`src/rtl/sub_seq_pkg.sv`:
```
// sub_seq_pkg: shared state type and chunk-count helper for the sequential subtractor
package sub_seq_pkg;
  typedef enum logic [1:0] {IDLE, RUN, DONE} sub_state_t;
  function automatic int chunks(input int m, input int n);
    return m / n;
  endfunction
endpackage

```
`src/rtl/sub_seq_sub_n.sv`:
```
// sub_n: one N-bit chunk of A - B - bin, done as a + ~b + ~bin with borrow = ~carry
module sub_n #(
  parameter int N = 4
) (
  output logic [N-1:0] d,
  output logic         bout,
  input  logic [N-1:0] a,
  input  logic [N-1:0] b,
  input  logic         bin
);
  logic co;
  assign {co, d} = {1'b0, a} + {1'b0, ~b} + {{N{1'b0}}, ~bin};
  assign bout = ~co;
endmodule

```
`src/rtl/sub_seq.sv`:
```
// sub_seq: M-bit subtractor processing N bits per clock, LSB chunk first, registered borrow
module sub_seq
  import sub_seq_pkg::*;
#(
  parameter int N = 4,
  parameter int M = 8
) (
  input  logic         clk,
  input  logic         reset,
  input  logic         start,
  input  logic [M-1:0] A,
  input  logic [M-1:0] B,
  output logic         busy,
  output logic         done,
  output logic [M-1:0] DIFF,
  output logic         BOUT,
  output logic         OVF
);
  localparam int K  = chunks(M, N);
  localparam int IW = K > 1 ? $clog2(K) : 1;
  if (M % N != 0) begin : g_bad_width
    $error("sub_seq: M must be a multiple of N");
  end
  sub_state_t    state;
  logic [M-1:0]  a_r, b_r;
  logic [IW-1:0] idx;
  logic          borrow, bo;
  logic [N-1:0]  d;
  sub_n #(.N(N)) u_sub (
    .d   (d),
    .bout(bo),
    .a   (a_r[idx*N +: N]),
    .b   (b_r[idx*N +: N]),
    .bin (borrow)
  );
  always_ff @(posedge clk) begin
    if (reset) begin
      state  <= IDLE;
      busy   <= 1'b0;
      done   <= 1'b0;
      DIFF   <= '0;
      BOUT   <= 1'b0;
      OVF    <= 1'b0;
      a_r    <= '0;
      b_r    <= '0;
      idx    <= '0;
      borrow <= 1'b0;
    end else begin
      done <= 1'b0;
      case (state)
        IDLE, DONE: begin
          state <= start ? RUN : IDLE;
          busy  <= start;
          if (start) begin
            a_r    <= A;
            b_r    <= B;
            idx    <= '0;
            borrow <= 1'b0;
            DIFF   <= '0;
          end
        end
        RUN: begin
          DIFF[idx*N +: N] <= d;
          borrow           <= bo;
          if (idx == IW'(K - 1)) begin
            state <= DONE;
            busy  <= 1'b0;
            done  <= 1'b1;
            BOUT  <= bo;
            OVF   <= (a_r[M-1] != b_r[M-1]) && (d[N-1] != a_r[M-1]);
            idx   <= '0;
          end else begin
            idx <= idx + 1'b1;
          end
        end
        default: begin
          state <= IDLE;
          busy  <= 1'b0;
        end
      endcase
    end
  end
endmodule

```
`config.mk`:
```
export PLATFORM = sky130hd
export DESIGN_NAME = sub_seq
export DESIGN_NICKNAME = d
export VERILOG_FILES = /design/src/rtl/sub_seq_pkg.sv /design/src/rtl/sub_seq_sub_n.sv /design/src/rtl/sub_seq.sv
export SDC_FILE = /design/constraint.sdc
export NUM_CORES = 1
export LEC_CHECK = 0
export ABC_AREA = 1
export BUFFER_PORTS_ARGS = -buffer_cell sky130_fd_sc_hd__buf_2
export CORE_ASPECT_RATIO = 0.8
export CORE_UTILIZATION = 37
export DETAILED_ROUTE_END_ITERATION = 10
export MAX_ROUTING_LAYER = met4
export PLACE_DENSITY_LB_ADDON = 0.12
export SLEW_MARGIN = 20
export SYNTH_ARGS = -nofsm -noshare
export SYNTH_HDL_FRONTEND = slang
export SYNTH_HIERARCHICAL = 1
export SYNTH_SLANG_ARGS = --single-unit
```
`constraint.sdc`:
```
create_clock -name clk -period 4.55 [get_ports clk]
set_input_delay 0.91 -clock clk [delete_from_list [all_inputs] [get_ports clk]]
set_output_delay 0.91 -clock clk [all_outputs]
set_load 0.01 [all_outputs]
```
==> results.yml, run 1 <==
clocking:
  clock_latency_ns: 0.29
  htreeDepth: 2
  post_cts.repair.setup_buffers: 0
  cts_buffers: 5
  clock-sinks: 32
  cts-root-buf: "clkbuf_8"
  clkTransAtPathRegs_ns: 0.06
  cts_tree: "yes"
  hold_buffers: 0
  clockBufferDepth: 2
  post_cts_resized: 0
pwr:
  p_switching_uw: 193.1
  internal-power_uw: 484.2
  p_leak_uw: 0.0008338
  p_clk_frac: 0.343
  p_sw_frac: 0.2851
  total_power_uw: 677.3
  comb_power_share: 0.193
  seqPwrFrac: 0.463
  ir_drop_uv: 137.6
  power_density_nw_per_um2: 397.5
setup_path:
  reg2reg_depth: 12
  cp_max_fo: 11
  crit_path_end_kind: "flip-flop"
  cp-start-kind: "flip-flop"
  arrival_ns: 2.53
  r2r_start: "idx"
  r2r_end: "borrow"
  path_class: "reg2reg"
  reg2reg_slack_ns: 2.24
  critPathRequiredTime_ns: 4.77
timing:
  relSlewSlack: 0.5921
  fin_skew_ns: 0.004838
  setup_tns_ns: 0
  hold_violations: 0
  final.period_utilization: 0.5088
  setup_viol: 0
  period_needed_ns: 2.315
  maxSlewViolCount: 0
  rsz0062_at_grt: "false"
  clock.fmax_mhz: 432.0
  worst_pin_slew_ns: 0.6112
grt:
  gr-total-overflow: 0
  grtUsageMet1: 0.2280
  track_usage: 0.1685
  first_global_vias: 1088
  antenna_found_initial: 0
  grt_max_degree: 32
  grt_pass1_wl_mm: 5.030
  met2_usage: 0.2203
  grt_util_met3: 0.04696
  busiest_layer: "met1"
layout:
  fill_cells: 397
  final_cell_mix: "46 x nand2_1, 32 x dfxtp_1, 32 x nor2_1"
  fin_nets: 246
  regArea_um2: 640.6
  layout_commonest_cell: "nand2_1"
  drive_gt1_frac: 0.2117
  area_growth_pct: 16.61
  multiInputGateArea_um2: 684.4
  n_antenna_cell: 0
floorplan:
  core-area_um2: 3779
  die_h_um: 58.21
  die_area_um2: 4207
  die_w_um: 72.27
  top_level_ports: 31
  rows: 20
  start_util: 0.3868
worst_hold_path:
  holdCritStartpoint: "busy"
  hold_end: "busy"
  worst_hold_path_type: "reg2reg"
  hold_depth: 2
route:
  ant_nets: 0
  wire_per_inst_um: 10.84
  viasPerCell: 4.570
  wirelength_mm: 3.004
  drt_drc_violations_left: 0
  initialDrtViolationCount: 69
  dr.pass1.iters: 4
  vias: 1266
yosys:
  syn_avg_cell_area_um2: 7.533
  syn_nets: 218
  yosysSeqAreaShare: 0.4384
  netlist_instances: 194
  ys_types: 23
  yosys_warnings: 6
  synth-seq-cells: 32
  syn_area_um2: 1461
placement:
  hpwl_mm: 2.203
  gp_congestion: 0.8249
  port_buffers: 30
job:
  cap_viol_max_count: 0
run_status:
  status: "finished, final reports clean"
-- layout make-up --
cell class              count  area share
multi-input cells         136      0.4016
repair buffers             30     0.08811
well taps                  55     0.04038
flip-flops and latches     32      0.3759
inverters                  17     0.03745
clock buffers               7     0.05653
-- worst max path at each step --
stage / end / startpoint / slack [ns] / depth (start not counted)
2_1_floorplan: DIFF[1] / idx / 2.57 / 11
3_3_place_gp: borrow / idx / 2.33 / 12
3_5_place_dp: borrow / idx / 2.27 / 12
4_1_cts: borrow / idx / 2.24 / 12
5_1_grt: borrow / idx / 1.94 / 12
6_report: borrow / idx / 2.24 / 12
-- logic make-up after synthesis --
logic type,share of synthesized area
compound gates,0.1062
xor+xnor,0.005994
fa+ha+maj,0.05309
buf+inv,0.09331
flops,0.4384
simple gates,0.3031
-- power by group through the flow --
stage	clock, uW	sequential (uW)	combinational, uW
6_report	233	314	131
5_1_grt	251	317	153
4_1_cts	239	314	132
3_5_place_dp	0	320	131
3_3_place_gp	0	321	130
2_1_floorplan	0	318	102
-- Yosys cell counts --
cell type,instances,share of area
clkbuf_1,1,0.0026
nor2_2,1,0.0043
nor2_1,32,0.082
nand3_1,11,0.038
nor2_4,1,0.0077
xor2_1,1,0.0060
o21ai_0,18,0.062
o21ai_1,1,0.0034
clkbuf_8,2,0.019
fa_1,2,0.027
nand4_1,4,0.017
buf_6,1,0.0077
inv_2,4,0.010
inv_1,13,0.033
ha_1,3,0.026
nand2_4,2,0.015
buf_2,3,0.010
buf_4,2,0.010
nand3_2,1,0.0068
nand2_1,46,0.12
a21oi_1,12,0.041
nor2_8,1,0.014
dfxtp_1,32,0.44
-- registers in the layout, indices dropped and copies added (netlist names) --
register / cells
BOUT: 1
DIFF: 8
OVF: 1
a_r: 8
b_r: 8
borrow: 1
busy: 1
done: 1
idx: 1
state: 2
-- metrics by stage --
stage | worst slack [ns] | instance area, um2 | hold WS [ns] | std cells | utilization
2_1_floorplan | 2.569 | 1461 | 0.4540 | 194 | -
3_3_place_gp | 2.325 | 1608 | 0.4519 | 270 | 0.4255
3_5_place_dp | 2.274 | 1608 | 0.4541 | 270 | 0.4255
4_1_cts | 2.244 | 1704 | 0.4612 | 277 | 0.4510
5_1_grt | 1.943 | 1704 | 0.4849 | 277 | 0.4510
6_report | 2.235 | 1704 | 0.4568 | 277 | 0.4510
-- metal layers --
layer / vias up / part of all wire
li1: 668 / -
met1: 559 / 0.53
met4: 0 / 0.024
met3: 8 / 0.050
met5: - / 0
met2: 31 / 0.39
-- worst max-delay path: stages (launching register included) --
cell and delay, ns:
dfxtp_1 0.55, inv_1 0.26, nand2_1 0.11, nand2_1 0.05, inv_1 0.07, fa_1 0.17
inv_1 0.07, fa_1 0.41, nand2_1 0.09, nand2_1 0.05, a21oi_1 0.20, nand2_1 0.08
a21oi_1 0.14
Power figures use the tool's default switching activity.
==> run 2: changes to the inputs <==
- ABC_AREA: 1 -> 0
- clock period: 4.55 -> 2.3 ns (I/O delays scaled with it)
==> results.yml, run 2 <==
clocking:
  cts-root-buf: "clkbuf_8"
  cts_tree: "yes"
  cts_buffers: 5
  clock-sinks: 32
  clkTransAtPathRegs_ns: 0.07
  htreeDepth: 2
  clock_latency_ns: 0.29
  clockBufferDepth: 2
yosys:
  syn_nets: 191
  async_reset_ff_frac: 0
  yosysSeqAreaShare: 0.4343
  ys.flop_type: "dfxtp_1"
  netlist_instances: 167
  syn_area_um2: 1475
  synth_area_leaders: "dfxtp_1 43%, nand2_1 11%, a21oi_1 7.5%"
  synthMostInstantiatedCell: "nand2_1"
  synth-seq-cells: 32
  ys_types: 26
  synth_top_area_cell: "dfxtp_1"
  syn_avg_cell_area_um2: 8.833
  yosys_warnings: 6
  synth_top_area_share: 0.4343
  synth-edff-count: 0
  synth_common_cells: "43 x nand2_1, 32 x dfxtp_1, 22 x a21oi_1"
grt:
  first_global_vias: 1143
  gr-total-overflow: 0
  track_usage: 0.1673
  grt_pass1_wl_mm: 5.043
  busiest_layer: "met2"
  grt_util_met3: 0.06336
  met2_usage: 0.2603
  grt_max_degree: 33
  grtUsageMet1: 0.1904
  antenna_found_initial: 0
setup_path:
  arrival_ns: 2.29
  cpPeakStageDelay_ns: 0.40
  critPathRequiredTime_ns: 2.45
  path_buf_inv: 1
  path_class: "reg2reg"
  reg2reg_slack_ns: 0.16
  crit_chain: "mux2_2 > fa_2 > inv_1 > fa_1 > a21o_2 > a21oi_2 > mux2_1 > a21oi_1 > nor2_1"
  path_delay_family: "multiplexers"
  cp-start-kind: "flip-flop"
  crit_path_end_kind: "flip-flop"
  cp_max_fo: 7
  crit_slowest_cell: "dfxtp_4"
pwr:
  p_clk_frac: 0.385
  comb_power_share: 0.175
  p_leak_uw: 0.0007347
  power_density_nw_per_um2: 776.2
  internal-power_uw: 1020
  p_switching_uw: 360.1
  seqPwrFrac: 0.440
  p_sw_frac: 0.2610
  ir_drop_uv: 373.2
placement:
  dpl_cell_area_um2: 1660
  gp_congestion: 0.7712
  port_buffers: 30
  dp_slack_ns: -0.02030
  hpwl_mm: 2.104
layout:
  reg_top3: "DIFF (8), a_r (8), b_r (8)"
  area_growth_pct: 20.53
  fin_util: 0.4674
  regArea_um2: 644.4
  multiInputGateArea_um2: 739.5
  fin_area_um2: 1778
  fin_nets: 223
  final_cell_mix: "43 x nand2_1, 31 x dfxtp_1, 30 x buf_2"
  fill_cells: 392
  n_antenna_cell: 0
  drive_gt1_frac: 0.3050
  layout_commonest_cell: "nand2_1"
route:
  drt_drc_violations_left: 0
  viasPerCell: 4.675
  dr.pass1.iters: 4
  wire_per_inst_um: 11.42
  initialDrtViolationCount: 42
  wirelength_mm: 2.913
  ant_nets: 0
  vias: 1192
floorplan:
  core-area_um2: 3804
  start_util: 0.3878
  die_h_um: 58.48
  top_level_ports: 31
  rows: 20
  die_area_um2: 4245
  die_w_um: 72.60
timing:
  setup_viol: 0
  final.period_utilization: 0.9320
  timing.final.ws_setup_ns: 0.1563
  maxSlewViolCount: 0
  period_needed_ns: 2.144
  worst_pin_slew_ns: 0.6515
  hold_violations: 0
  clock.fmax_mhz: 466.5
  relSlewSlack: 0.5657
  hold_ws_ns: 0.4037
  fin_skew_ns: 0.01050
  rsz0062_at_grt: "false"
job:
  cap_viol_max_count: 0
worst_hold_path:
  worst_hold_path_type: "in2reg"
run_status:
  status: "finished, final reports clean"
run 2: worst register-to-register path, cell delays in order (launching register included):
cell     delay (ns)
dfxtp_4        0.40
mux2_2         0.36
fa_2           0.36
inv_1          0.07
fa_1           0.17
a21o_2         0.13
a21oi_2        0.05
mux2_1         0.27
a21oi_1        0.14
nor2_1         0.04
run 2: metrics by stage:
| step | cells | TNS, ns | power (uW) |
|---|---|---|---|
| final | 255 | 0 | 1380 |
| after global placement | 247 | 0 | 854.5 |
| after CTS | 255 | 0 | 1388 |
| after global routing | 255 | 0 | 1454 |
| after floorplan | 167 | 0 | 785.5 |
| after detailed placement | 247 | -0.03579 | 858.8 |
run 2: metal layers:
| metal | vias to the layer above | wire (um) |
|---|---|---|
| li1 | 613 | - |
| met4 | 0 | 43 |
| met2 | 25 | 1281 |
| met5 | - | 0 |
| met3 | 5 | 168 |
| met1 | 549 | 1420 |
run 2: kinds of logic after synthesis:
family                   share of synthesized area
multiplexers                               0.06870
AO/OA/AOI/OAI                               0.1442
adder cells (fa/ha/maj)                    0.05259
buffers and inverters                      0.06870
AND/OR/NAND/NOR                             0.2137
flip-flops                                  0.4343
XOR/XNOR                                   0.01781
run 2: final timing paths:
path / startpoint / to / cells after the start
worst max-delay path: idx / borrow / 9
worst min-delay path: B[5] / b_r[5] / 3
worst max register to register: idx / borrow / 9
worst min register to register: a_r[1] / a_r[1] / 2
run 2: cell type report:
cell class	count	area share
clock buffer	6	0.04082
timing repair buffer	36	0.1098
multi-input combinational	118	0.4159
clock inverter	2	0.01970
tap	55	0.03871
sequential	32	0.3624
inverter	6	0.01267
run 2: timing repair:
action / 4_1_cts / 5_1_grt
hold buffers: 0 / 0
resized for setup: 1 / 5
setup endpoints to repair: 2 / 4
buffers inserted: 0 / 0
pin swaps: 0 / 1
run 2: power by group through the flow:
stage / clock [uW] / combinational [uW] / sequential, uW
global placement: 0 / 235 / 620
CTS: 540 / 239 / 609
finish: 531 / 241 / 608
detailed placement: 0 / 238 / 621
floorplan: 0 / 169 / 617
global route: 568 / 273 / 613
